<file path="src/rtl/trax_move_tx.sv">
// Trax move transmitter: renders a 22-bit move as ASCII (column, decimal row, tile) and sends it as UART 8N1.
// Optional build macro TRAX_TX_NEWLINE_EN appends an LF after the tile character.
module trax_move_tx #(
  parameter int unsigned CLKS_PER_BIT   = 434,
  parameter int unsigned MAX_COL_LETTER = 26
) (
  input  logic        clk,
  input  logic        reset,
  input  logic [21:0] move_in,
  input  logic        start_transmit,
  output logic        tx,
  output logic        busy,
  output logic        done,
  output logic        error
);

  localparam int unsigned   BW        = (CLKS_PER_BIT > 1) ? $clog2(CLKS_PER_BIT) : 1;
  localparam logic [BW-1:0] BAUD_LAST = BW'(CLKS_PER_BIT - 1);

  typedef enum logic [3:0] {
    S_IDLE, S_CHECK, S_CONVERT, S_LOAD, S_START, S_DATA, S_STOP, S_FINISH
  } state_t;

  state_t        state_q, state_d;
  logic [1:0]    tile_q, tile_d;
  logic [9:0]    col_q, col_d;
  logic [25:0]   conv_q, conv_d;
  logic [3:0]    cnt_q, cnt_d;
  logic [7:0]    chr_q [7];
  logic [7:0]    chr_d [7];
  logic [2:0]    nchar_q, nchar_d;
  logic [2:0]    idx_q, idx_d;
  logic [7:0]    shreg_q, shreg_d;
  logic [2:0]    bit_q, bit_d;
  logic [BW-1:0] baud_q, baud_d;
  logic          tx_q, tx_d;
  logic          busy_q, busy_d;
  logic          done_q, done_d;
  logic          error_q, error_d;

  logic [25:0]   dd;
  logic [7:0]    build_chr [7];
  logic [2:0]    build_n;
  logic [2:0]    p;
  int unsigned   ndig;

  // One shift-add-3 step: BCD digits live in conv[25:10], binary row in conv[9:0].
  always_comb begin
    dd = conv_q;
    for (int unsigned k = 0; k < 4; k++) begin
      if (dd[10+4*k +: 4] >= 4'd5) dd[10+4*k +: 4] = dd[10+4*k +: 4] + 4'd3;
    end
  end

  always_comb begin
    build_chr = '{default: '0};
    if (conv_q[25:22] != 4'd0)      ndig = 4;
    else if (conv_q[21:18] != 4'd0) ndig = 3;
    else if (conv_q[17:14] != 4'd0) ndig = 2;
    else                            ndig = 1;
    build_chr[0] = 8'h40 + col_q[7:0];
    p = 3'd1;
    for (int unsigned i = 0; i < 4; i++) begin
      if (ndig > (3 - i)) begin
        build_chr[p] = 8'h30 + {4'h0, conv_q[10+4*(3-i) +: 4]};
        p = p + 3'd1;
      end
    end
    case (tile_q)
      2'b01:   build_chr[p] = 8'h2B;
      2'b10:   build_chr[p] = 8'h2F;
      default: build_chr[p] = 8'h5C;
    endcase
    p = p + 3'd1;
`ifdef TRAX_TX_NEWLINE_EN
    build_chr[p] = 8'h0A;
    p = p + 3'd1;
`endif
    build_n = p;
  end

  always_comb begin
    state_d = state_q;
    tile_d  = tile_q;
    col_d   = col_q;
    conv_d  = conv_q;
    cnt_d   = cnt_q;
    chr_d   = chr_q;
    nchar_d = nchar_q;
    idx_d   = idx_q;
    shreg_d = shreg_q;
    bit_d   = bit_q;
    baud_d  = baud_q;
    tx_d    = tx_q;
    busy_d  = busy_q;
    done_d  = 1'b0;
    error_d = 1'b0;
    case (state_q)
      S_IDLE: begin
        if (start_transmit) begin
          tile_d  = move_in[21:20];
          col_d   = move_in[19:10];
          conv_d  = {16'h0, move_in[9:0]};
          busy_d  = 1'b1;
          state_d = S_CHECK;
        end
      end
      S_CHECK: begin
        if (tile_q == 2'b00 || col_q > 10'(MAX_COL_LETTER)) begin
          error_d = 1'b1;
          busy_d  = 1'b0;
          state_d = S_IDLE;
        end else begin
          cnt_d   = '0;
          state_d = S_CONVERT;
        end
      end
      S_CONVERT: begin
        conv_d = dd << 1;
        cnt_d  = cnt_q + 4'd1;
        if (cnt_q == 4'd9) state_d = S_LOAD;
      end
      S_LOAD: begin
        chr_d   = build_chr;
        nchar_d = build_n;
        idx_d   = '0;
        shreg_d = build_chr[0];
        baud_d  = '0;
        tx_d    = 1'b0;
        state_d = S_START;
      end
      S_START: begin
        if (baud_q == BAUD_LAST) begin
          baud_d  = '0;
          bit_d   = '0;
          tx_d    = shreg_q[0];
          shreg_d = shreg_q >> 1;
          state_d = S_DATA;
        end else baud_d = baud_q + BW'(1);
      end
      S_DATA: begin
        if (baud_q == BAUD_LAST) begin
          baud_d = '0;
          if (bit_q == 3'd7) begin
            tx_d    = 1'b1;
            state_d = S_STOP;
          end else begin
            tx_d    = shreg_q[0];
            shreg_d = shreg_q >> 1;
            bit_d   = bit_q + 3'd1;
          end
        end else baud_d = baud_q + BW'(1);
      end
      S_STOP: begin
        // Later characters load straight from STOP so the next start bit follows with no gap.
        if (baud_q == BAUD_LAST) begin
          baud_d = '0;
          if (idx_q + 3'd1 == nchar_q) begin
            done_d  = 1'b1;
            busy_d  = 1'b0;
            state_d = S_FINISH;
          end else begin
            idx_d   = idx_q + 3'd1;
            shreg_d = chr_q[idx_q + 3'd1];
            tx_d    = 1'b0;
            state_d = S_START;
          end
        end else baud_d = baud_q + BW'(1);
      end
      S_FINISH: state_d = S_IDLE;
      default:  state_d = S_IDLE;
    endcase
  end

  always_ff @(posedge clk) begin
    if (reset) begin
      state_q <= S_IDLE;
      tile_q  <= '0;
      col_q   <= '0;
      conv_q  <= '0;
      cnt_q   <= '0;
      chr_q   <= '{default: '0};
      nchar_q <= '0;
      idx_q   <= '0;
      shreg_q <= '0;
      bit_q   <= '0;
      baud_q  <= '0;
      tx_q    <= 1'b1;
      busy_q  <= 1'b0;
      done_q  <= 1'b0;
      error_q <= 1'b0;
    end else begin
      state_q <= state_d;
      tile_q  <= tile_d;
      col_q   <= col_d;
      conv_q  <= conv_d;
      cnt_q   <= cnt_d;
      chr_q   <= chr_d;
      nchar_q <= nchar_d;
      idx_q   <= idx_d;
      shreg_q <= shreg_d;
      bit_q   <= bit_d;
      baud_q  <= baud_d;
      tx_q    <= tx_d;
      busy_q  <= busy_d;
      done_q  <= done_d;
      error_q <= error_d;
    end
  end

  assign tx    = tx_q;
  assign busy  = busy_q;
  assign done  = done_q;
  assign error = error_q;

endmodule
</file>
<file path="config.mk">
export PLATFORM = sky130hd
export DESIGN_NAME = trax_move_tx
export DESIGN_NICKNAME = d
export VERILOG_FILES = /design/src/rtl/trax_move_tx.sv
export SDC_FILE = /design/constraint.sdc
export NUM_CORES = 1
export LEC_CHECK = 0
export ABC_AREA = 1
export CAP_MARGIN = 20
export CORE_MARGIN = 5
export CORE_UTILIZATION = 56
export CTS_BUF_LIST = sky130_fd_sc_hd__clkbuf_8
export DETAILED_ROUTE_END_ITERATION = 10
export PLACE_DENSITY = 0.82
export SLEW_MARGIN = 20
export SYNTH_ARGS = -nofsm -noshare
export SYNTH_HDL_FRONTEND = slang
export SYNTH_SLANG_ARGS = --single-unit
</file>
<file path="constraint.sdc">
create_clock -name clk -period 1.98 [get_ports clk]
set_clock_uncertainty 0.1 [all_clocks]
set_input_delay 0.495 -clock clk [delete_from_list [all_inputs] [get_ports clk]]
set_output_delay 0.495 -clock clk [all_outputs]
set_load 0.02 [all_outputs]
</file>
==> results.md, run 1 <==
- Ratio of final minimum period to clock period: 97.0%
- Footprint of the multi-input gates: 3290 um^2
- DRC: 0
- Synth top cells by count: nand2_1 (224), dfxtp_1 (124), o21ai_0 (108)
- Vias in the first global route: 5661
- Final WL: 16.2 mm
- Via density: 5.56
- Post-route antenna net violation count: 0
- Syn nets: 970
- Initial Util: 57.3%
- Top area cells in the synthesized netlist: dfxtp_1 (40%), nand2_1 (13%), o21ai_0 (8.7%)
- Overall routing resource usage: 24.6%
- Post-synthesis register bit count: 124
- Post-synthesis mux area share: 0%
- CTS sink cnt: 124
- Maximum fanout along the worst path: 1
- First-pass GRT wire length: 26.3 mm
- Hold Violations, Final: 0
- Die X: 116 um
- Max Cap Viol: 0
- Fmax: 0.521 GHz
- Ys async rst share: 0%
- Latest clock arrival within the worst-skew pair: 0.45 ns
- Routability cong.: 0.917
- Core Util, Final: 68.4%
- Peak supply drop: 0.000554 V
- Vias: 6261
- Synth Area in Compound Gates: 20.6%
- # setup viols final: 0
- IO buf count: 28
- Core area: 10900 um^2
- Pleak: 0.00307 uW
- Cell count after synthesis: 925
- EDFF count, synth: 0
- WL/cell: 14.4 um
- Worst setup SP type: flip-flop
- Largest net degree at the start of global routing: 62
- Largest family of logic cells by synthesized area: simple AND/OR/NAND/NOR gates
- P per Cell Area: 786 nW/um^2
- Crit-path slowest cell: clkdlybuf4s50_1
- Flop pwr share: 44.7%
- CP peak stage delay: 0.59 ns
- Cts hold-fix bufs: 0
- Switching power: 1380 uW
- Filler instances: 939
- Data required, critical path: 1.38 ns
- Arrival time at the worst endpoint: 1.33 ns
- Chip height: 116 um
- Yosys warning count: 0
- Die area: 13300 um^2
- Starting DRT DRC Count: 703
- Relative slew margins: 73.5%
- HP Class: reg2reg
- CTS Buffer Depth: 2
- Worst-path cell chain: clkdlybuf4s50_1
- XOR/XNOR share of the synthesized area: 0%
- Synthesized area: 6230 um^2
- Logic pwr share: 9.4%
- Worst Max-Slew Pin Slew: 0.393 ns
- Syn avg cell area: 6.74 um^2
- CP Class: reg2out
- Share of the synthesized area in the top cell type: 39.8%
- Sw frac: 23.6%
- Post-Synth Simple-Gate Area: 27.0%
- Cell Area, Placed: 6850 um^2
- CP Buf/Inv Count: 1
- Total gr overflow: 0
- Crit path capture type: output pin
- # IOs: 29
- Post-synth cell types: 35
- Cell Int Power: 4470 uW
- Most frequent cell after synthesis: nand2_1
- Minimum clock period: 1.92 ns
- Root Driver: clkbuf_8
- Share of layout cells above drive strength 1: 11.1%
- Ant. Diodes: 0
- Antenna violations before repair: 0
- Synth area leader: dfxtp_1
- Reg area: 2480 um^2
- Sequential-to-total area share from yosys stat: 39.8%
- H-tree Lvls: 4
- Nets: 1018
- CTS buffer count: 17
- DP HPWL: 10.8 mm
- Slew Limit Fails: 0
- RSZ-0062 raised after global routing: true
- CTS tree: yes
- Clock-pin slew on the worst setup and hold paths: 0.07 ns
- Adder-Cell Fraction of Synth Area: 4.01%
- First-pass iteration count of the detailed router: 6
- Status: finished, final reports clean
- Synth-to-Final Area Change: 19.4%
- Num rows: 38
- Main synth FF type: dfxtp_1
- Clock power frac: 45.9%
- Cell family with the largest share of critical-path delay: buffers and inverters
- Cell area after layout: 7440 um^2
## registers in the layout, indices dropped and copies added, names as in the netlist
name,flops
chr_q,49
conv_q,26
col_q,10
baud_q,9
shreg_q,8
cnt_q,4
bit_q,3
idx_q,3
nchar_q,3
state_q,3
tile_q,2
busy,1
done,1
error,1
tx,1
## metal layers
layer	vias to the layer above	global-route usage (%)	wire [um]
li1	3136	-	-
met5	-	0	0
met4	0	8.06	232
met1	2910	31.5	7250
met2	184	40.7	7810
met3	31	6.27	880
## final cells by class
cell class / instances / area share, %
Timing Repair Buffer: 72 / 8.86
Clock buffer: 19 / 3.51
Sequential cell: 124 / 33.4
Tap cell: 140 / 2.35
Multi-Input combinational cell: 666 / 44.2
Inverter: 92 / 4.71
Clock inverter: 13 / 2.98
## layout by cell type, fill, tap and decap left out, types with 6 or more instances in the layout
cell,synthesis,routed
a21oi_1,100,100
nand3_1,44,42
inv_2,5,6
dfxtp_1,124,124
inv_1,86,87
buf_4,0,38
clkdlybuf4s50_1,0,24
a31oi_1,12,12
ha_1,20,19
o21ai_0,108,108
nand4_1,12,12
bufinv_16,0,6
o211ai_1,9,9
clkbuf_8,0,19
nand2_1,224,222
nor2_2,4,12
nor2_1,100,92
## through the flow
stage	total power [uW]	hold WS (ns)	std cells	TNS (ns)	setup WS (ns)
after global routing	6060	0.373	1126	-0.242	-0.0616
after CTS	5850	0.347	1122	0	0.0239
after floorplan	2980	0.324	925	0	0.0907
after global placement	3190	0.331	1090	0	0.0361
final	5850	0.349	1126	0	0.0597
after detailed placement	3200	0.337	1090	0	0.0269
## logic make-up (layout without fill, tap and decap cells)
family	after synthesis	after routing
and+or+nand+nor	402	403
AOI/OAI and AO/OA	243	243
buffers and inverters	136	196
DFF	124	124
adders and majority gates	20	20
## power by group through the flow
stage          clock (uW)  sequential (uW)  combinational, uW
2_1_floorplan           0             2660                321
3_3_place_gp            0             2670                518
3_5_place_dp            0             2670                527
4_1_cts              2710             2610                527
5_1_grt              2830             2620                615
6_report             2680             2620                552
## what timing repair did
| item | 4_1_cts | 5_1_grt |
|---|---|---|
| endpoints found under the hold margin | 0 | 0 |
| buffers inserted | 0 | 3 |
| resized for setup | 4 | 20 |
| pin swaps | 0 | 1 |
| setup endpoints to repair | 4 | 22 |
| gates cloned | 0 | 1 |
## final timing paths
| check | slack (ns) | end | start | cells past startpoint |
|---|---|---|---|---|
| min reg2reg | 0.35 | chr_q[2]$_SDFFE_PP0N_ | chr_q[2]$_SDFFE_PP0N_ | 2 |
| min | 0.35 | chr_q[2]$_SDFFE_PP0N_ | chr_q[2]$_SDFFE_PP0N_ | 2 |
| max | 0.06 | done | done$_SDFF_PP0_ | 1 |
| max reg2reg | 0.07 | shreg_q[0]$_SDFFE_PP0P_ | idx_q[0]$_SDFFE_PP0P_ | 9 |
## worst register-to-register path: stages (launching register included)
cell,delay [ns]
dfxtp_1,0.33
ha_1,0.37
clkinv_4,0.14
buf_4,0.18
a21oi_1,0.10
o21ai_0,0.16
nand3_1,0.14
nand4_1,0.13
nor2_1,0.12
nor2_1,0.05
Note: power is estimated with default switching activity, not from simulation.
==> run 2, diff against run 1 <==
CORE_UTILIZATION = 50   (was 56)
PLACE_DENSITY = 0.72   (was 0.82)
clock period = 2.36 ns   (was 1.98 ns; I/O delays follow)
==> results.md, run 2 (synthesis gave the netlist of run 1 again) <==
- Status: finished, final reports clean
- Overall routing resource usage: 22.3% (-2.3 points)
- DP HPWL: 10.9 mm (+1.2%)
- Clock-pin slew on the worst setup and hold paths: 0.07 ns (about the same)
- CP Class: reg2reg
- Vias in the first global route: 5395 (-4.7%)
- Initial Util: 51.5% (-5.8 points)
- Worst path depth: 11 (+10)
- Data required, critical path: 2.63 ns (+1.25 ns)
- Hold endpoint: col_q[8]$_SDFFE_PP0P_
- HP Class: reg2reg
- Most common cell after layout, fill and taps aside: nand2_1
- Largest registers: chr_q: 49 flops, conv_q: 26 flops, col_q: 10 flops
- Via density: 5.28 (-5.1%)
- Largest net degree at the start of global routing: 61 (-1.6%)
- CTS sink cnt: 124 (unchanged)
- Worst setup SP type: flip-flop
- Filler instances: 1178 (+25%)
- Crit-path slowest cell: ha_1
- Arrival time at the worst endpoint: 2.42 ns (+1.09 ns)
- Nets: 999 (-1.9%)
- Crit path capture type: flip-flop
- Ant. Diodes: 0 (unchanged)
- Final WL: 15.9 mm (-1.8%)
- Critical R2R Capture: chr_q[34]$_SDFFE_PP0N_
- H-tree Lvls: 4 (unchanged)
- Met3 Use GR: 6.69% (+0.42 points)
- Peak supply drop: 0.000491 V (-11%)
- Relative slew margins: 54.1% (-19 points)
- Share of layout cells above drive strength 1: 7.87% (-3.2 points)
- First-pass iteration count of the detailed router: 7 (+1)
- Cell family with the largest share of critical-path delay: buffers and inverters
- Fmax: 0.465 GHz
- WL/cell: 14.0 um (-2.5%)
- CTS Buffer Depth: 2 (unchanged)
- Met2 Usage GRT: 34.9% (-5.9 points)
- Reg area: 2480 um^2 (unchanged)
- DP Cell Count: 1103 (+1.2%)
- Core area: 12100 um^2 (+11%)
- Hold Violations, Final: 0 (unchanged)
- CTS buffer count: 17 (unchanged)
- Pleak: 0.00292 uW (-4.8%)
- # setup viols final: 0 (unchanged)
- Grt peak-use layer: met2
- DRC: 0 (unchanged)
- Post-CTS Resized: 0 (-4)
- Minimum clock period: 2.15 ns
- IO buf count: 28 (unchanged)
- Starting DRT DRC Count: 620 (-12%)
- R2R Path Start: tile_q[0]$_SDFFE_PP0P_
- Ratio of final minimum period to clock period: 91.2%
- Footprint of the multi-input gates: 3220 um^2 (-2.2%)
- Hold Path Depth: 2 (unchanged)
- Synth-to-Final Area Change: 15.3%
- Post-route antenna net violation count: 0 (unchanged)
- Worst-path cell chain: inv_1, ha_1, inv_1, nor2_1, nand2_1, nand2_1, inv_1, o21ai_0, a21oi_1, nand3_1, a21oi_1
- Largest register by flop count: chr_q
- P per Cell Area: 650 nW/um^2 (-17%)
- Hold Path Origin: col_q[8]$_SDFFE_PP0P_
- Vias: 5982 (-4.5%)
- Max Cap Viol: 0 (unchanged)
- GR met1 Demand/Resource: 29.2% (-2.2 points)
- Maximum fanout along the worst path: 12 (+11)
- Max FFs per register: 49 (unchanged)
- Slew Limit Fails: 0 (unchanged)
- Reg2Reg Setup Slack: 0.21 ns (+0.14 ns)
- Crit-path most repeated cell: inv_1
- CTS tree: yes
- Root Driver: clkbuf_8
- Cts hold-fix bufs: 0 (unchanged)
- Most frequent cells in the layout: nand2_1 (224), dfxtp_1 (124), o21ai_0 (108)
- RSZ-0062 raised after global routing: false
- # IOs: 29 (unchanged)
- First-pass GRT wire length: 26.3 mm (about the same)
- Latest clock arrival within the worst-skew pair: 0.45 ns (about the same)
- Num rows: 40 (+5.3%)
- Setup TNS: 0 ns (unchanged)
- Chip height: 122 um (+5.3%)
- Post-CTS setup buffer count: 0 (unchanged)
- Total gr overflow: 0 (unchanged)
- Total power: 4670 uW (-20%)
- CP Buf/Inv Count: 3 (+2)
- Die area: 14800 um^2 (+11%)
- R2R depth: 11 (+2)
- Antenna violations before repair: 0 (unchanged)
- Die X: 122 um (+5.3%)
- Worst Max-Slew Pin Slew: 0.688 ns (+0.295 ns)
- Final non-filler cell total: 1134 (+0.71%)
- CP peak stage delay: 0.40 ns (-0.19 ns)
- Routability cong.: 0.917 (about the same)
## run 2: cell count changes in the layout (fill, tap and decap cells not counted), sizes merged
cell           previous run  this run
buf                      45        27
clkdlybuf4s50            24        27
dlygate4sd2               3         0
bufinv                    6         4
clkinv                    4         6
inv                      94        92
clkinvlp                  1         2
nand3b                    4         3
## run 2: worst register-to-register path, delay by kind of cell (launching register included)
family	cells	cell delay [ns]
adder cells (fa/ha/maj)	1	0.40
flip-flops	1	0.33
buffers and inverters	3	0.48
AO/OA/AOI/OAI	3	0.44
AND/OR/NAND/NOR	4	0.32
## run 2: worst max path at each step
stage,from,endpoint
after floorplan,tile_q[0]$_SDFFE_PP0P_,chr_q[42]$_SDFFE_PP0N_
after global placement,start_transmit,conv_q[22]$_SDFFE_PP0P_
after detailed placement,start_transmit,conv_q[25]$_SDFFE_PP0P_
after CTS,tx$_SDFFE_PP1P_,tx
after global routing,baud_q[0]$_SDFFE_PP0P_,shreg_q[4]$_SDFFE_PP0P_
final,tile_q[0]$_SDFFE_PP0P_,chr_q[34]$_SDFFE_PP0N_
## run 2: layout make-up
type / count / area share (%)
repair buffers: 54 / 6.90
clock inverters: 12 / 2.39
inverters: 92 / 4.81
flip-flops and latches: 124 / 34.6
well taps: 168 / 2.93
multi-input cells: 665 / 44.8
clock buffers: 19 / 3.64
## run 2: power by group
part           switching (uW)  internal [uW]
logic                     269            165
clock network             846           1190
registers                39.2           2150
## run 2: stage by stage
stage	utilization [%]	instance area (um^2)	hold slack [ns]	setup slack (ns)
floorplan	-	6230	0.324	0.471
global placement	55.7	6750	0.333	0.206
detailed placement	55.7	6750	0.336	0.218
CTS	59.3	7180	0.348	0.230
global route	59.3	7180	0.371	0.0574
finish	59.3	7180	0.349	0.209
## run 2: metal layers
| metal | vias up | wire length [um] |
|---|---|---|
| li1 | 3093 | - |
| met1 | 2637 | 7280 |
| met2 | 226 | 7130 |
| met3 | 26 | 1170 |
| met4 | 0 | 298 |
| met5 | - | 0 |
==> RTL edit 1 (flow settings as in run 1) <==
Set the parameter `CLKS_PER_BIT` to 1736 (it was 434).
--- a/src/rtl/trax_move_tx.sv
+++ b/src/rtl/trax_move_tx.sv
@@ -1,7 +1,7 @@
 // Trax move transmitter: renders a 22-bit move as ASCII (column, decimal row, tile) and sends it as UART 8N1.
 // Optional build macro TRAX_TX_NEWLINE_EN appends an LF after the tile character.
 module trax_move_tx #(
-  parameter int unsigned CLKS_PER_BIT   = 434,
+  parameter int unsigned CLKS_PER_BIT   = 1736,
   parameter int unsigned MAX_COL_LETTER = 26
 ) (
   input  logic        clk,
Behaviour: no difference found for any inputs over 10 cycles, from zero or initial values and one cycle with reset high; that may be too few to reach the edited logic, so the function may still have changed.
==> RTL edit 1 against run 1 <==
- sequential cell count increased by 2
- highest routed layer unchanged
- worst setup slack better by 0.094 ns
- final area rose by 1.4%
- critical path type is now reg2reg
- first-iteration DRC count is 13% lower
- synthesized area rose by 2.9%
- largest cell class unchanged
- routed wire length grew 0.87%
- critical endpoint is now shreg_q[6]
Power is not compared: it rests on default switching activity, and its combinational part moved more than twofold at a synthesized area within 25%.
==> RTL edit 1: results (changes against run 1) <==
- Run status: finished clean (unchanged).
- The effective utilization at floorplan came to 56.7% (was 57.3%).
- The global-route met1 utilization is 32.1% (was 31.5%).
- The first-pass GRT wire length came to 27300 µm (was 26300 µm).
- The post-place instance area is 0.00708 mm² (was 0.00685 mm²).
- Top Registers: chr_q (49), conv_q (26), baud_q (11) (was chr_q (49), conv_q (26), col_q (10)).
- The worst setup slack after placement came to 0.0188 ns (was 0.0269 ns).
- Synth top area cells: sky130_fd_sc_hd__dfxtp_1 39%, sky130_fd_sc_hd__nand2_1 16%, sky130_fd_sc_hd__a21oi_1 8.8% (was sky130_fd_sc_hd__dfxtp_1 40%, sky130_fd_sc_hd__nand2_1 13%, sky130_fd_sc_hd__o21ai_0 8.7%).
- The final non-filler cell total is 1176 (was 1126).
- The compound-gate portion of the synthesized area is 19.8% (was 20.6%).
- The routed wire length on met2 is 7610 µm (was 7810 µm).
- The overall fraction of global-route tracks in use is 25.1% (was 24.6%).
- The per-cell routed wire length is 13.9 µm (was 14.4 µm).
- The via count of the first global-routing pass is 5906 (was 5661).
- The first-pass iteration count of the detailed router is 5 (was 6).
- The maximum number of pins on one net before global-route repair is 68 (was 62).
- The overall via count from detail_route is 6425 (was 6261).
- The area share of fa/ha/maj cells after synthesis is 3.71% (was 4.01%).
- The gate count after technology mapping is 966 (was 925).
- The family with the most delay on the worst path is simple AND/OR/NAND/NOR gates (was buffers and inverters).
- The delay contributed by the slowest stage of the critical path is 0.35 ns (was 0.59 ns).
- The global routing met2 resource utilization is 41.0% (was 40.7%).
- The net count after synthesis came to 1010 (was 970).
- The net count reported at finish came to 1064 (was 1018).
- The final RePlAce weighted congestion came to 0.925 (was 0.917).
- The measured slew at the worst slew-check pin is 0.316 ns (was 0.393 ns).
- The cell type of the slowest stage on the worst timing path is sky130_fd_sc_hd__ha_1 (was sky130_fd_sc_hd__clkdlybuf4s50_1).
- The HPWL after detailed placement is 11300 µm (was 10800 µm).
- The met3 wire length is 954 µm (was 880 µm).
[RTL edit 1: power groups by stage]
stage / sequential (W) / clock (W) / combinational (W)
after floorplan: 0.00312 / 0 / 0.00132
after global placement: 0.00314 / 0 / 0.00186
after detailed placement: 0.00314 / 0 / 0.00190
after CTS: 0.00309 / 0.00238 / 0.00190
after global routing: 0.00313 / 0.00249 / 0.00219
final: 0.00310 / 0.00236 / 0.00194
[RTL edit 1: layout make-up]
| class | instances | area (µm²) |
|---|---|---|
| sequential | 126 | 2520 |
| multi-input combinational | 701 | 3390 |
| clock buffer | 20 | 275 |
| fill | 990 | 3780 |
| tap | 143 | 179 |
| clock inverter | 12 | 144 |
| inverter | 98 | 372 |
| timing repair buffer | 76 | 659 |
[RTL edit 1: worst paths after layout]
path,from,end,slack [ns],depth (start not counted)
worst min register to register,chr_q[4],chr_q[4],0.35,2
worst max-delay path,idx_q[0],shreg_q[6],0.15,12
worst max register to register,idx_q[0],shreg_q[6],0.15,12
worst min-delay path,chr_q[4],chr_q[4],0.35,2
==> RTL edit 2 (config.mk and constraints of run 1) <==
Made on the original files. The output `done` loses its register stage (`done_q` becomes a continuous assignment).
--- a/src/rtl/trax_move_tx.sv
+++ b/src/rtl/trax_move_tx.sv
@@ -187,7 +187,6 @@
       baud_q  <= '0;
       tx_q    <= 1'b1;
       busy_q  <= 1'b0;
-      done_q  <= 1'b0;
       error_q <= 1'b0;
     end else begin
       state_q <= state_d;
@@ -203,10 +202,11 @@
       baud_q  <= baud_d;
       tx_q    <= tx_d;
       busy_q  <= busy_d;
-      done_q  <= done_d;
       error_q <= error_d;
     end
   end
+
+  assign done_q = done_d;
 
   assign tx    = tx_q;
   assign busy  = busy_q;
Formal check against the unedited RTL: same outputs for any inputs over 10 cycles, from zero or initial values and one cycle with reset high; that may be too few to reach the edited logic, so the function may still have changed.
==> RTL edit 2 against run 1 <==
- the run now ends with setup timing left
- die area about the same
- worst hold slack worse by 0.0040 ns
- count of clock-buffer cells in the layout unchanged
- final area up 0.76%
- utilization up 0.52 points
- worst setup slack worse by 0.39 ns
- synthesized area about the same
- routed wire length down 2.4%
- first-iteration DRC count down 29%
- sequential cell count down 1
- largest cell class unchanged
- global-route usage up 0.052 points
- highest routed layer unchanged
Power is not compared: it rests on default switching activity, and its combinational part moved more than twofold at a synthesized area within 25%.
==> RTL edit 2: results (changes against run 1) <==
- The maximum number of pins on one net before global-route repair is 69 (was 62).
- The global-route met1 utilization came to 33.7% (was 31.5%).
- The share of cells above drive strength 1 is 13.4% (was 11.1%).
- The count of cells resized by post-cts repair was 12 (was 4).
- The post-synthesis cell type count came to 33 (was 35).
- The end of the worst register-to-register path is chr_q[21] (was shreg_q[0]).
- The number of post-CTS setup repair buffers was 2 (was 0).
- The first-pass iteration count of the detailed router is 5 (was 6).
- The met3 track demand over resource in global routing is 4.70% (was 6.27%).
- The cell type of the slowest stage on the worst timing path is sky130_fd_sc_hd__dfxtp_4 (was sky130_fd_sc_hd__clkdlybuf4s50_1).
- The worst min-delay path class is reg2reg (unchanged).
- The via-per-instance ratio is 5.44 (was 5.56).
- The startpoint of the most critical setup path was idx_q[0] (was done).
- The HPWL after detailed placement came to 10900 µm (was 10800 µm).
- The iteration-0 DRC count of the detailed router was 497 (was 703).
- The total routed wirelength was 15800 µm (was 16200 µm).
- Synth top area cells: sky130_fd_sc_hd__dfxtp_1 39%, sky130_fd_sc_hd__nand2_1 16%, sky130_fd_sc_hd__a21oi_1 8.6% (was sky130_fd_sc_hd__dfxtp_1 40%, sky130_fd_sc_hd__nand2_1 13%, sky130_fd_sc_hd__o21ai_0 8.7%).
- The final critical-path setup slack is -0.328 ns (was 0.0597 ns).
- The final reports fail on setup timing.
- The measured slew at the worst slew-check pin is 0.456 ns (was 0.393 ns).
- The summed negative setup slack over all endpoints was -0.328 ns (was 0 ns).
- The net count reported at finish is 1043 (was 1018).
- The worst hold slack came to 0.345 ns (was 0.349 ns).
- The total setup violations reported at the end of the flow was 1 (was 0).
- The delay contributed by the slowest stage of the critical path is 0.36 ns (was 0.59 ns).
- The synthesis warning total is 0 (unchanged).
- The overall fraction of global-route tracks in use was 24.7% (was 24.6%).
- The final RePlAce weighted congestion was 0.968 (was 0.917).
- The post-place instance area is 0.00698 mm² (was 0.00685 mm²).
- The fraction of the yosys area taken by sequential cells was 39.5% (was 39.8%).
- The net count after synthesis is 976 (was 970).
- The maximum fanout along the worst path came to 4 (was 1).
- The register-to-register setup slack is 0.12 ns (was 0.07 ns).
- The startpoint of the lowest-slack register-to-register path is tile_q[0] (was idx_q[0]).
- The depth of the most critical reg-to-reg path is 11 (was 9).
- The global routing met2 resource utilization came to 38.8% (was 40.7%).
- Top post-synthesis cells by count: 260 x sky130_fd_sc_hd__nand2_1, 123 x sky130_fd_sc_hd__dfxtp_1, 107 x sky130_fd_sc_hd__a21oi_1, 87 x sky130_fd_sc_hd__inv_1, 84 x sky130_fd_sc_hd__o21ai_0 (was 224 x sky130_fd_sc_hd__nand2_1, 124 x sky130_fd_sc_hd__dfxtp_1, 108 x sky130_fd_sc_hd__o21ai_0, 100 x sky130_fd_sc_hd__a21oi_1, 100 x sky130_fd_sc_hd__nor2_1).
- The via count of the first global-routing pass is 5656 (was 5661).
- The arrival time at the worst endpoint is 1.71 ns (was 1.33 ns).
- Run status: finished with violations (was finished clean).
- The first-pass GRT wire length is 26400 µm (was 26300 µm).
- The family with the most delay on the worst path is simple AND/OR/NAND/NOR gates (was buffers and inverters).
==> RTL edit 2: metrics by stage <==
stage	setup WS (ns)	cells
floorplan	0.0347	931
global placement	-0.394	1115
detailed placement	-0.432	1115
CTS	-0.319	1149
global route	-0.429	1151
finish	-0.328	1151
==> RTL edit 2: kinds of logic after synthesis <==
| logic type | after synthesis | share of synthesized area (%) |
|---|---|---|
| compound gates | 230 | 19.8 |
| flops | 123 | 39.5 |
| buf+inv | 139 | 8.71 |
| fa+ha+maj | 20 | 4.01 |
| xor+xnor | 1 | 0.141 |
| simple gates | 418 | 27.9 |
==> RTL edit 2: cell type report <==
type                       instances  area, µm²
clock inverter                    13        128
clock buffer                      19        262
fill                             948       3390
tap                              140        175
multi-input combinational        670       3330
inverter                          98        379
sequential                       123       2470
timing repair buffer              88        759
==> RTL edit 2: routing by layer <==
metal	wire length, µm	up-vias	share of wire [%]
met3	814	24	5.2
met5	0	-	0
li1	-	3195	-
met1	7310	2865	46
met4	261	0	1.7
met2	7390	179	47
